## src/rtl/pe_chain_sequencer.sv

```systemverilog
// Head-of-chain sequencer for the PE configuration daisy-chain: streams
// per-PE instruction words, drains, swaps imem banks, starts and times a run.
module pe_chain_sequencer #(
    parameter int INST_WIDTH = 64,
    parameter int ID         = 2,
    parameter int NUM_PE     = 4,
    parameter int INST_WORD  = 32,
    parameter int RUN_CYCLES = 32,
    parameter int CONF       = INST_WIDTH + ID + 4
) (
    input  logic                  clk,
    input  logic                  rst_n,
    input  logic                  prog_valid,
    output logic                  prog_ready,
    input  logic [INST_WIDTH-1:0] prog_inst,
    input  logic [ID-1:0]         prog_pe,
    input  logic                  prog_last,
    input  logic                  run_req,
    output logic                  busy,
    output logic                  armed,
    output logic                  done,
    output logic                  err,
    output logic [CONF-1:0]       cfg_o,
    output logic [2:0]            dbg_state_o
);

    localparam int PCW = $clog2(INST_WORD) + 1;
    localparam int CW  = $clog2(RUN_CYCLES + NUM_PE + 1);

    typedef enum logic [2:0] {
        S_IDLE  = 3'd0,
        S_LOAD  = 3'd1,
        S_DRAIN = 3'd2,
        S_SWAP  = 3'd3,
        S_ARM   = 3'd4,
        S_RUN   = 3'd5
    } state_t;

    state_t          state_q, state_d;
    logic [CW-1:0]   cnt_q, cnt_d;
    logic [CONF-1:0] cfg_q, cfg_d;
    logic            done_q, done_d;
    logic            err_q, err_d;
    logic [PCW-1:0]  pe_cnt_q [NUM_PE];
    logic [PCW-1:0]  pe_cnt_d [NUM_PE];
    logic            hs;
    logic            pe_ok;

    // A beat transfers on any cycle where prog_valid and prog_ready are both
    // high; prog_ready depends only on state, so a held beat waits without loss.
    assign prog_ready = (state_q == S_IDLE) || (state_q == S_LOAD);
    assign hs         = prog_valid && prog_ready;
    assign pe_ok      = (int'(prog_pe) < NUM_PE) && (pe_cnt_q[prog_pe] != PCW'(INST_WORD));

    always_comb begin
        state_d  = state_q;
        cnt_d    = cnt_q;
        cfg_d    = '0;
        done_d   = 1'b0;
        err_d    = err_q;
        pe_cnt_d = pe_cnt_q;
        case (state_q)
            S_IDLE, S_LOAD: begin
                if (hs) begin
                    if (pe_ok) begin
                        cfg_d             = {prog_inst, prog_pe, 4'b1000};
                        pe_cnt_d[prog_pe] = pe_cnt_q[prog_pe] + PCW'(1);
                    end else begin
                        err_d = 1'b1;
                    end
                    state_d = S_LOAD;
                    if (prog_last) begin
                        state_d = S_DRAIN;
                        cnt_d   = CW'(NUM_PE);
                    end
                end
            end
            // One cycle per PE hop so the last word has passed the tail.
            S_DRAIN: begin
                cnt_d = cnt_q - CW'(1);
                if (cnt_q == CW'(1)) state_d = S_SWAP;
            end
            S_SWAP: begin
                cfg_d = CONF'(4'b0110);
                for (int i = 0; i < NUM_PE; i++) pe_cnt_d[i] = '0;
                state_d = S_ARM;
            end
            S_ARM: begin
                if (run_req) begin
                    cfg_d   = CONF'(1);
                    cnt_d   = CW'(RUN_CYCLES + NUM_PE - 1);
                    state_d = S_RUN;
                end
            end
            S_RUN: begin
                cnt_d = cnt_q - CW'(1);
                if (cnt_q == CW'(1)) begin
                    state_d = S_IDLE;
                    done_d  = 1'b1;
                end
            end
            default: state_d = S_IDLE;
        endcase
    end

    always_ff @(posedge clk or negedge rst_n) begin
        if (!rst_n) begin
            state_q <= S_IDLE;
            cnt_q   <= '0;
            cfg_q   <= '0;
            done_q  <= 1'b0;
            err_q   <= 1'b0;
            for (int i = 0; i < NUM_PE; i++) pe_cnt_q[i] <= '0;
        end else begin
            state_q  <= state_d;
            cnt_q    <= cnt_d;
            cfg_q    <= cfg_d;
            done_q   <= done_d;
            err_q    <= err_d;
            pe_cnt_q <= pe_cnt_d;
        end
    end

    assign cfg_o       = cfg_q;
    assign done        = done_q;
    assign err         = err_q;
    assign busy        = (state_q != S_IDLE);
    assign armed       = (state_q == S_ARM);
    assign dbg_state_o = state_q;

endmodule
```

## config.mk

```make
export PLATFORM = sky130hd
export DESIGN_NAME = pe_chain_sequencer
export DESIGN_NICKNAME = d
export VERILOG_FILES = /design/src/rtl/pe_chain_sequencer.sv
export SDC_FILE = /design/constraint.sdc
export NUM_CORES = 1
export LEC_CHECK = 0
export CAP_MARGIN = 20
export CORE_ASPECT_RATIO = 1.2
export CORE_UTILIZATION = 47
export CTS_BUF_LIST = sky130_fd_sc_hd__clkbuf_4 sky130_fd_sc_hd__clkbuf_8
export DETAILED_ROUTE_END_ITERATION = 12
export PLACE_DENSITY = 0.83
export SLEW_MARGIN = 30
export SYNTH_ARGS = -nofsm -noshare
export SYNTH_HDL_FRONTEND = slang
export SYNTH_SLANG_ARGS = --single-unit
```

## constraint.sdc

```tcl
create_clock -name clk -period 2.8 [get_ports clk]
set_input_delay 0.84 -clock clk [delete_from_list [all_inputs] [get_ports clk]]
set_output_delay 0.84 -clock clk [all_outputs]
set_load 0.01 [all_outputs]
```

==> results.json, run 1 <==
{
  "placed_wire_length_estimate_um": 7350,
  "dieHeight_um": 107,
  "critical_path.top_delay_family": "buffers and inverters",
  "setup-tns-final_ns": 0,
  "viasPerCell": 5.06,
  "final_power_uw": 5240,
  "r2r_start": "pe_cnt_q[1]$_DFFE_PN0P_",
  "vias": 3272,
  "crit_slowest_cell": "sky130_fd_sc_hd__clkdlybuf4s50_1",
  "detail_route.first_pass.iterations": 4,
  "p_leak_uw": 0.00282,
  "final-hold-violation-count": 0,
  "yosys.cell_count.top_type": "sky130_fd_sc_hd__dfrtp_1",
  "portbufs": 148,
  "vdd_drop_max_mv": 0.407,
  "synth.ff_latch_count": 104,
  "globalRouteTotalUtil": 0.238,
  "nets": 600,
  "ys.flop_type": "sky130_fd_sc_hd__dfrtp_1",
  "setup_repair_after_global_routing_missed_its_margin": "false",
  "synth_sequential_area_ratio": 0.606,
  "synth_warnings": 0,
  "synth.largest_area_cell": "sky130_fd_sc_hd__dfrtp_1",
  "cts_htree_levels": 3,
  "post_synth_main_area_contributors": "sky130_fd_sc_hd__dfrtp_1 61%, sky130_fd_sc_hd__and2_1 9.9%, sky130_fd_sc_hd__nand2_1 3.1%",
  "synth_top_cells_by_count": "104 x sky130_fd_sc_hd__dfrtp_1, 68 x sky130_fd_sc_hd__and2_1, 36 x sky130_fd_sc_hd__nand2_1, 14 x sky130_fd_sc_hd__o21ai_0, 13 x sky130_fd_sc_hd__mux2i_1",
  "root_buffer": "sky130_fd_sc_hd__clkbuf_8",
  "first_pass_grt_wire_length_um": 16900,
  "asyncSetResetFlopFracSynth": 1.00,
  "grt_pass1_vias": 3538,
  "overflow": 0,
  "final-setup-viol-count": 0,
  "worstPathCellList": "clkdlybuf4s50_1 -> mux4_2 -> inv_1 -> ha_4 -> nand2_2 -> o22ai_4 -> buf_12 -> a31oi_4 -> buf_12 -> and2_1",
  "wl_per_cell_um": 15.8,
  "r2r.worst_path.cells": 9,
  "synth_top_area_frac": 0.606,
  "synth_nets": 429,
  "drive_above_1_share": 0.132,
  "synth_compound_area_frac": 0.0911,
  "worstSetupEndpointType": "register",
  "max-slew-margin-rel": 0.408,
  "r2r_setup_slack_ns": 0.55,
  "synth-xor-area-share": 0.00611,
  "crit-reg2reg-capture": "cfg_o[12]$_DFF_PN0_",
  "clk-insertion-delay-late_ns": 0.37,
  "antenna_left": 0,
  "clkSlewWorstSetupHoldPaths_ns": 0.09,
  "route.detailed.drc": 0,
  "syn_inst": 354,
  "timing_worst_setup_path_type": "in -> reg",
  "crit_fanout": 57,
  "critical_path.startpoint": "prog_pe[1]",
  "final.period_utilization": 0.964,
  "pin_count": 149,
  "worstSetupPathDepth": 10,
  "synthDistinctLibCells": 50,
  "maxClockFrequency_mhz": 370,
  "drt-total-wl_um": 10200,
  "area_of_the_core_region_mm2": 0.00870,
  "drt_iter0_markers": 164,
  "run_status": "finished, final reports clean",
  "tritoncts": "built",
  "worst-slew-pin-transition_ns": 0.885,
  "area_growth_pct": 47.0,
  "synth.area.mux_share": 0.0658,
  "critical_path.most_common_cell": "sky130_fd_sc_hd__buf_12",
  "cts_num_sinks": 104,
  "delay_of_the_slowest_cell_on_the_worst_path_ns": 0.53,
  "cts-buffers-inserted": 9,
  "num_rows": 37,
  "place_congestion": 0.853,
  "worst-path-buf-inv": 4,
  "grt_max_degree": 58,
  "synth_top_family_by_area": "simple AND/OR/NAND/NOR gates",
  "cts_hold_repair.buffers": 0,
  "crit_path_start_kind": "primary input",
  "power.density_mw_per_mm2": 829,
  "synthesis.area_per_instance_um2": 12.1,
  "design.die.area_mm2": 0.00953,
  "syn-cell-area_mm2": 0.00430,
  "synth_simple_gate_area_frac": 0.180,
  "clock_tree.buffer_depth": 2,
  "cap_violations": 0,
  "die_width_um": 89.3,
  "synthAdderAreaFrac": 0.0116,
  "n_antenna_cell": 0,
  "floorplan.initialDensity": 0.494,
  "timing.final.max_slew_violations": 0,
  "cp.arrival_ns": 2.96,
  "worst_clock_skew_ns": 0.00822,
  "holdCritPathClass": "in -> async",
  "timing.critical_path.required_ns": 3.05,
  "final.min_clock_period_ns": 2.70,
  "grt_antenna_before_repair": 0,
  "synth_edf_count": 0
}
==> logic make-up (layout without fill, tap and decap cells) <==
logic type,Yosys count,count (layout)
fa+ha+maj,4,4
compound gates,54,54
flops,104,104
simple gates,138,138
buf+inv,30,206
xor+xnor,3,3
mux,21,21
==> registers in the layout (all words and copies together), names as in the netlist <==
signal       cells
done             1
err              1
pe_cnt_q        24
dbg_state_o      3
cfg_o           69
cnt_q            6
==> worst max path at each step <==
stage	to	slack (ns)
2_1_floorplan	cfg_o[10]$_DFF_PN0_	0.02
3_3_place_gp	cfg_o[4]$_DFF_PN0_	-0.46
3_5_place_dp	pe_cnt_q[20]$_DFFE_PN0P_	-0.50
4_1_cts	armed	0.05
5_1_grt	prog_ready	0.002
6_report	cfg_o[12]$_DFF_PN0_	0.1
==> where the power goes <==
group / total [uW] / internal, uW / switching (uW) / leakage (uW)
clock: 1040 / 539 / 504 / 0.000117
sequential: 2060 / 1860 / 202 / 0.00138
combinational: 2130 / 1110 / 1020 / 0.00132
==> metal layers <==
metal	vias to the layer above	GRT usage	part of all wire
met3	12	0.0939	0.10
li1	1536	-	-
met1	1585	0.269	0.38
met5	-	0	0
met2	139	0.399	0.51
met4	0	0.0941	0.015
==> through the flow <==
stage / util / std cells / setup slack [ns] / hold slack, ns / cell area [um^2]
floorplan: - / 354 / 0.0246 / 0.479 / 4330
global placement: 0.698 / 630 / -0.463 / 0.475 / 6080
detailed placement: 0.698 / 630 / -0.504 / 0.479 / 6080
CTS: 0.725 / 647 / 0.0464 / 0.436 / 6310
global route: 0.726 / 647 / 0.00183 / 0.462 / 6320
finish: 0.726 / 647 / 0.0998 / 0.433 / 6320
==> layout by cell type (no fill, tap or decap), types with 5 or more instances in the layout <==
cell type                         count
sky130_fd_sc_hd__and2_1              68
sky130_fd_sc_hd__mux4_2               5
sky130_fd_sc_hd__clkdlybuf4s50_1    146
sky130_fd_sc_hd__o21ai_0             14
sky130_fd_sc_hd__nand2_1             35
sky130_fd_sc_hd__nor3_1               7
sky130_fd_sc_hd__dfrtp_1            103
sky130_fd_sc_hd__buf_4               28
sky130_fd_sc_hd__clkbuf_8            10
sky130_fd_sc_hd__o22ai_1              5
sky130_fd_sc_hd__nor2_1               7
sky130_fd_sc_hd__mux2i_1             13
sky130_fd_sc_hd__inv_1               10
sky130_fd_sc_hd__nand3_1              5
sky130_fd_sc_hd__a21oi_1              8
==> area by class of cell <==
| class | instances | area, um^2 |
|---|---|---|
| Sequential cell | 104 | 2600 |
| Fill cell | 645 | 2380 |
| Timing Repair Buffer | 178 | 1740 |
| Multi-Input combinational cell | 220 | 1560 |
| Tap cell | 117 | 146 |
| Clock buffer | 11 | 145 |
| Clock inverter | 5 | 78.8 |
| Inverter | 12 | 45.0 |
==> timing repair <==
action                                  4_1_cts  5_1_grt
cloned                                        0        0
pin swaps                                     1        1
endpoints found under the setup margin       82        2
resized for setup                             2        3
buffers inserted                              1        0
endpoints found under the hold margin         0        0
No activity file was read; power rests on OpenSTA's default activity.
==> run 2, diff against run 1 <==
CORE_MARGIN = 2   (was not set)
==> results.json, run 2 (synthesized netlist as in run 1, its figures left out) <==
{
  "final_common_cell": "sky130_fd_sc_hd__clkdlybuf4s50_1",
  "crit-reg2reg-capture": "pe_cnt_q[17]$_DFFE_PN0P_",
  "clock_power_share": 0.199,
  "cap_violations": 0,
  "portbufs": 148,
  "num_rows": 38,
  "mostFrequentLayoutCells": "146 x sky130_fd_sc_hd__clkdlybuf4s50_1, 102 x sky130_fd_sc_hd__dfrtp_1, 68 x sky130_fd_sc_hd__and2_1",
  "final.min_clock_period_ns": 2.68,
  "wl_per_cell_um": 15.6,
  "timing.hold.worst.start": "err$_DFFE_PN0P_",
  "vdd_drop_max_mv": 0.400,
  "pre_cts_ws_ns": -0.532,
  "switchingPower_uw": 1680,
  "drt_iter0_markers": 134,
  "detail_route.first_pass.iterations": 6,
  "cell_internal_pwr_uw": 3460,
  "r2r_setup_slack_ns": 0.59,
  "final.period_utilization": 0.956,
  "n_antenna_cell": 0,
  "power.density_mw_per_mm2": 819,
  "timing_worst_setup_path_type": "in -> reg",
  "combPwrFrac": 0.398,
  "tritoncts": "built",
  "power.sequential.fraction": 0.403,
  "nets": 590,
  "clkSlewWorstSetupHoldPaths_ns": 0.09,
  "instance_count_after_placement_with_tap_cells_included": 624,
  "cp.arrival_ns": 2.91,
  "cts_htree_levels": 3,
  "timing.hold.worst_endpoint": "err$_DFFE_PN0P_",
  "final_cell_count_no_fill": 640,
  "grt_antenna_before_repair": 0,
  "postCtsSetupRepairBufs": 0,
  "clock_tree.buffer_depth": 2,
  "overflow": 0,
  "pin_count": 149,
  "final-hold-violation-count": 0,
  "worst_clock_skew_ns": 0.0149,
  "maxClockFrequency_mhz": 374,
  "timing.critical_path.required_ns": 3.03,
  "final-setup-viol-count": 0,
  "cts_hold_repair.buffers": 0,
  "root_buffer": "sky130_fd_sc_hd__clkbuf_8",
  "crit_fanout": 6,
  "place_congestion": 0.842,
  "timing.final.max_slew_violations": 0,
  "final_power_uw": 5140,
  "holdCritPathClass": "reg -> reg",
  "globalRouteTotalUtil": 0.209,
  "max-slew-margin-rel": 0.375,
  "p_leak_uw": 0.00277,
  "setup_repair_after_global_routing_missed_its_margin": "false",
  "area_growth_pct": 46.0,
  "dieHeight_um": 109,
  "route.detailed.drc": 0,
  "vias": 3198,
  "drt-total-wl_um": 9960,
  "final_critical_path_setup_slack_ns": 0.124,
  "placed_wire_length_estimate_um": 7270,
  "fillers": 679,
  "run_status": "finished, final reports clean",
  "first_pass_grt_wire_length_um": 16200,
  "worstSetupEndpointType": "register",
  "clk-insertion-delay-late_ns": 0.36,
  "antenna_left": 0,
  "cts_num_sinks": 104,
  "design.die.area_mm2": 0.00993,
  "crit_path_start_kind": "primary input",
  "worst-slew-pin-transition_ns": 0.934,
  "r2r_start": "pe_cnt_q[0]$_DFFE_PN0P_",
  "largest_register_ffs": 69,
  "cts-buffers-inserted": 9,
  "hold-path-cell-count": 1,
  "drive_above_1_share": 0.113,
  "grt_pass1_vias": 3320,
  "viasPerCell": 5.00,
  "setup-tns-final_ns": 0,
  "area_of_the_core_region_mm2": 0.00899,
  "die_width_um": 91.3,
  "r2r.worst_path.cells": 8,
  "floorplan.initialDensity": 0.478,
  "sw_ratio": 0.327,
  "grt_max_degree": 105
}
-- run 2: cell count changes in the layout (fill, tap and decap cells not counted), sizes merged --
cell / change
buf: -10
-- run 2: per-layer routing --
layer	wire [um]	GRT usage	up-vias
met5	0	0	-
met2	5230	0.366	114
met4	262	0.0974	0
li1	-	-	1511
met3	808	0.0712	21
met1	3660	0.230	1552
-- run 2: final cells by class --
type,count,area (um^2),share of cell area
clock inverters,5,78.8,0.0126
repair buffers,168,1700,0.271
well taps,120,150,0.0239
clock buffers,11,139,0.0221
multi-input cells,220,1550,0.248
flip-flops and latches,104,2610,0.415
inverters,12,45.0,0.00718
-- run 2: how the worst max path moves through the flow --
stage | startpoint | to | cells past startpoint
after CTS | dbg_state_o[1]$_DFFE_PN0P_ | armed | 4
after global placement | prog_pe[0] | pe_cnt_q[20]$_DFFE_PN0P_ | 9
after detailed placement | prog_pe[0] | pe_cnt_q[5]$_DFFE_PN0P_ | 9
final | prog_pe[1] | pe_cnt_q[17]$_DFFE_PN0P_ | 9
after global routing | prog_pe[1] | pe_cnt_q[17]$_DFFE_PN0P_ | 9
after floorplan | prog_pe[0] | cfg_o[10]$_DFF_PN0_ | 10
-- run 2: critical path: stages --
cell	delay (ns)
sky130_fd_sc_hd__clkdlybuf4s50_1	0.53
sky130_fd_sc_hd__mux4_2	0.34
sky130_fd_sc_hd__inv_2	0.10
sky130_fd_sc_hd__ha_4	0.14
sky130_fd_sc_hd__nand2_2	0.06
sky130_fd_sc_hd__o22ai_4	0.30
sky130_fd_sc_hd__nand3_4	0.15
sky130_fd_sc_hd__a41oi_2	0.31
sky130_fd_sc_hd__o22ai_1	0.12
-- run 2: through the flow --
stage	cell area, um^2	hold slack, ns	util
after global placement	6050	0.500	0.673
final	6270	0.505	0.698
after floorplan	4330	0.479	-
after detailed placement	6050	0.476	0.673
after global routing	6270	0.553	0.698
after CTS	6270	0.510	0.698
-- run 2: repair_timing --
item / in CTS / in global routing
pin swaps: 1 / 0
gates resized for setup: 2 / 2
endpoints found under the hold margin: 0 / 0
gates cloned: 0 / 0
endpoints found under the setup margin: 90 / 1
-- run 2: power by group through the flow --
stage / Sequential [uW] / Combinational, uW / Clock [uW]
3_3_place_gp: 2080 / 2000 / 0
3_5_place_dp: 2100 / 2060 / 0
6_report: 2070 / 2050 / 1020
5_1_grt: 2120 / 2230 / 1100
2_1_floorplan: 2140 / 1020 / 0
4_1_cts: 2070 / 2070 / 1040
==> run 3, diff against run 2 <==
CELL_PAD_IN_SITES_DETAIL_PLACEMENT = 1   (was not set)
CELL_PAD_IN_SITES_GLOBAL_PLACEMENT = 2   (was not set)
CORE_UTILIZATION = 41   (was 47)
DONT_BUFFER_PORTS = 1   (was not set)
PLACE_DENSITY = not set   (was 0.83)
PLACE_DENSITY_LB_ADDON = 0.1   (was not set)
==> results.json, run 3 (synthesized netlist as in run 1, its figures left out) <==
{
  "cp.arrival_ns": 1.53,
  "max-slew-margin-rel": 0.582,
  "crit_slowest_cell": "sky130_fd_sc_hd__dfrtp_1",
  "cts-buffers-inserted": 9,
  "holdCritPathClass": "in -> async",
  "vdd_drop_max_mv": 0.355,
  "worstPathCellList": "inv_1 -> nand3_1 -> inv_1",
  "nets": 429,
  "cts_resized": 0,
  "tritoncts": "built",
  "grt_pass1_vias": 2818,
  "mostFrequentLayoutCells": "104 x sky130_fd_sc_hd__dfrtp_1, 68 x sky130_fd_sc_hd__and2_1, 35 x sky130_fd_sc_hd__nand2_1",
  "worstSetupEndpointType": "output port",
  "final_common_cell": "sky130_fd_sc_hd__dfrtp_1",
  "antenna_left": 0,
  "critical_path.most_common_cell": "sky130_fd_sc_hd__inv_1",
  "setup-tns-final_ns": 0,
  "delay_of_the_slowest_cell_on_the_worst_path_ns": 0.61,
  "die_width_um": 97.5,
  "design.die.area_mm2": 0.0113,
  "power.density_mw_per_mm2": 948,
  "clk-insertion-delay-late_ns": 0.37,
  "area_growth_pct": 7.80,
  "grt_antenna_before_repair": 1,
  "place_congestion": 0.776,
  "maxClockFrequency_mhz": 423,
  "globalRouteTotalUtil": 0.172,
  "largest_register_ffs": 69,
  "pin_count": 149,
  "drive_above_1_share": 0.117,
  "clock_tree.buffer_depth": 2,
  "timing.final.max_slew_violations": 0,
  "route.detailed.drc": 0,
  "drt_iter0_markers": 126,
  "timing.critical_path.required_ns": 1.96,
  "area_of_the_core_region_mm2": 0.0101,
  "grt_max_degree": 105,
  "fillers": 1098,
  "p_leak_uw": 0.00213,
  "crit_fanout": 12,
  "instance_count_after_placement_with_tap_cells_included": 469,
  "cts_hold_repair.buffers": 0,
  "setup_repair_after_global_routing_missed_its_margin": "false",
  "overflow": 0,
  "vias": 2579,
  "placed_wire_length_estimate_um": 6520,
  "worst_clock_skew_ns": 0.00944,
  "first_pass_grt_wire_length_um": 14900,
  "crit_path_start_kind": "register",
  "postCtsSetupRepairBufs": 0,
  "final-hold-violation-count": 0,
  "final-setup-viol-count": 0,
  "timing_worst_setup_path_type": "reg -> out",
  "viasPerCell": 5.31,
  "num_rows": 40,
  "final.period_utilization": 0.845,
  "final_cell_count_no_fill": 486,
  "layout.area.seq_mm2": 0.00260,
  "drt-total-wl_um": 9240,
  "multi_input_gate_area_mm2": 0.00155,
  "clkSlewWorstSetupHoldPaths_ns": 0.10,
  "hold_ws_ns": 0.153,
  "final.min_clock_period_ns": 2.37,
  "cts_htree_levels": 3,
  "portbufs": 0,
  "cap_violations": 0,
  "floorplan.initialDensity": 0.425,
  "wl_per_cell_um": 19.0,
  "detail_route.first_pass.iterations": 4,
  "dieHeight_um": 116,
  "run_status": "finished, final reports clean",
  "root_buffer": "sky130_fd_sc_hd__clkbuf_8",
  "cts_num_sinks": 104,
  "worst-slew-pin-transition_ns": 0.628
}
-- run 3: cell types whose count changed in the layout (fill, tap and decap cells not counted), sizes merged --
cell,delta
bufinv,-1
clkinvlp,+1
buf,-14
inv,+2
clkbuf,-2
diode,+1
clkdlybuf4s50,-146
dlygate4sd2,-1
-- run 3: final timing paths --
kind,start,endpoint,slack [ns],depth (start not counted)
min reg2reg,pe_cnt_q[10]$_DFFE_PN0P_,pe_cnt_q[10]$_DFFE_PN0P_,0.54,2
max in group asynchronous,rst_n,cfg_o[56]$_DFF_PN0_,2.48,0
max reg2reg,pe_cnt_q[13]$_DFFE_PN0P_,pe_cnt_q[20]$_DFFE_PN0P_,0.51,8
min,rst_n,done$_DFF_PN0_,0.15,0
max,dbg_state_o[0]$_DFFE_PN0P_,armed,0.43,3
min in group clk,pe_cnt_q[10]$_DFFE_PN0P_,pe_cnt_q[10]$_DFFE_PN0P_,0.54,2
-- run 3: metal layers --
layer	global-route usage	share of wire
met5	0	0
met3	0.0682	0.086
met1	0.201	0.41
met4	0.0769	0.021
met2	0.283	0.49
-- run 3: area by class of cell --
class,count,share of cell area
antenna,1,0.000540
clock buffer,9,0.0267
clock inverter,7,0.0189
inverter,12,0.00972
multi-input combinational,220,0.334
sequential,104,0.562
tap,126,0.0340
timing repair buffer,7,0.0140
-- run 3: worst max-delay path: cells and delay by family (launching register included) --
family | cells | cell delay [ns]
buf+inv | 2 | 0.31
simple gates | 1 | 0.24
flops | 1 | 0.61
-- run 3: through the flow --
step,setup WS [ns],utilization,total power [uW],cell area [um^2]
3_3_place_gp,0.140,0.437,3450,4420
5_1_grt,0.278,0.458,4720,4630
4_1_cts,0.392,0.458,4470,4630
6_report,0.434,0.458,4390,4630
3_5_place_dp,0.0325,0.437,3480,4420
2_1_floorplan,0.0246,-,3170,4330
-- run 3: report_power, final --
part           switching, uW  internal (uW)  total (uW)
Sequential               338           1860        2200
Combinational            713            509        1220
Clock                    541            432         972
Total                   1590           2800        4390
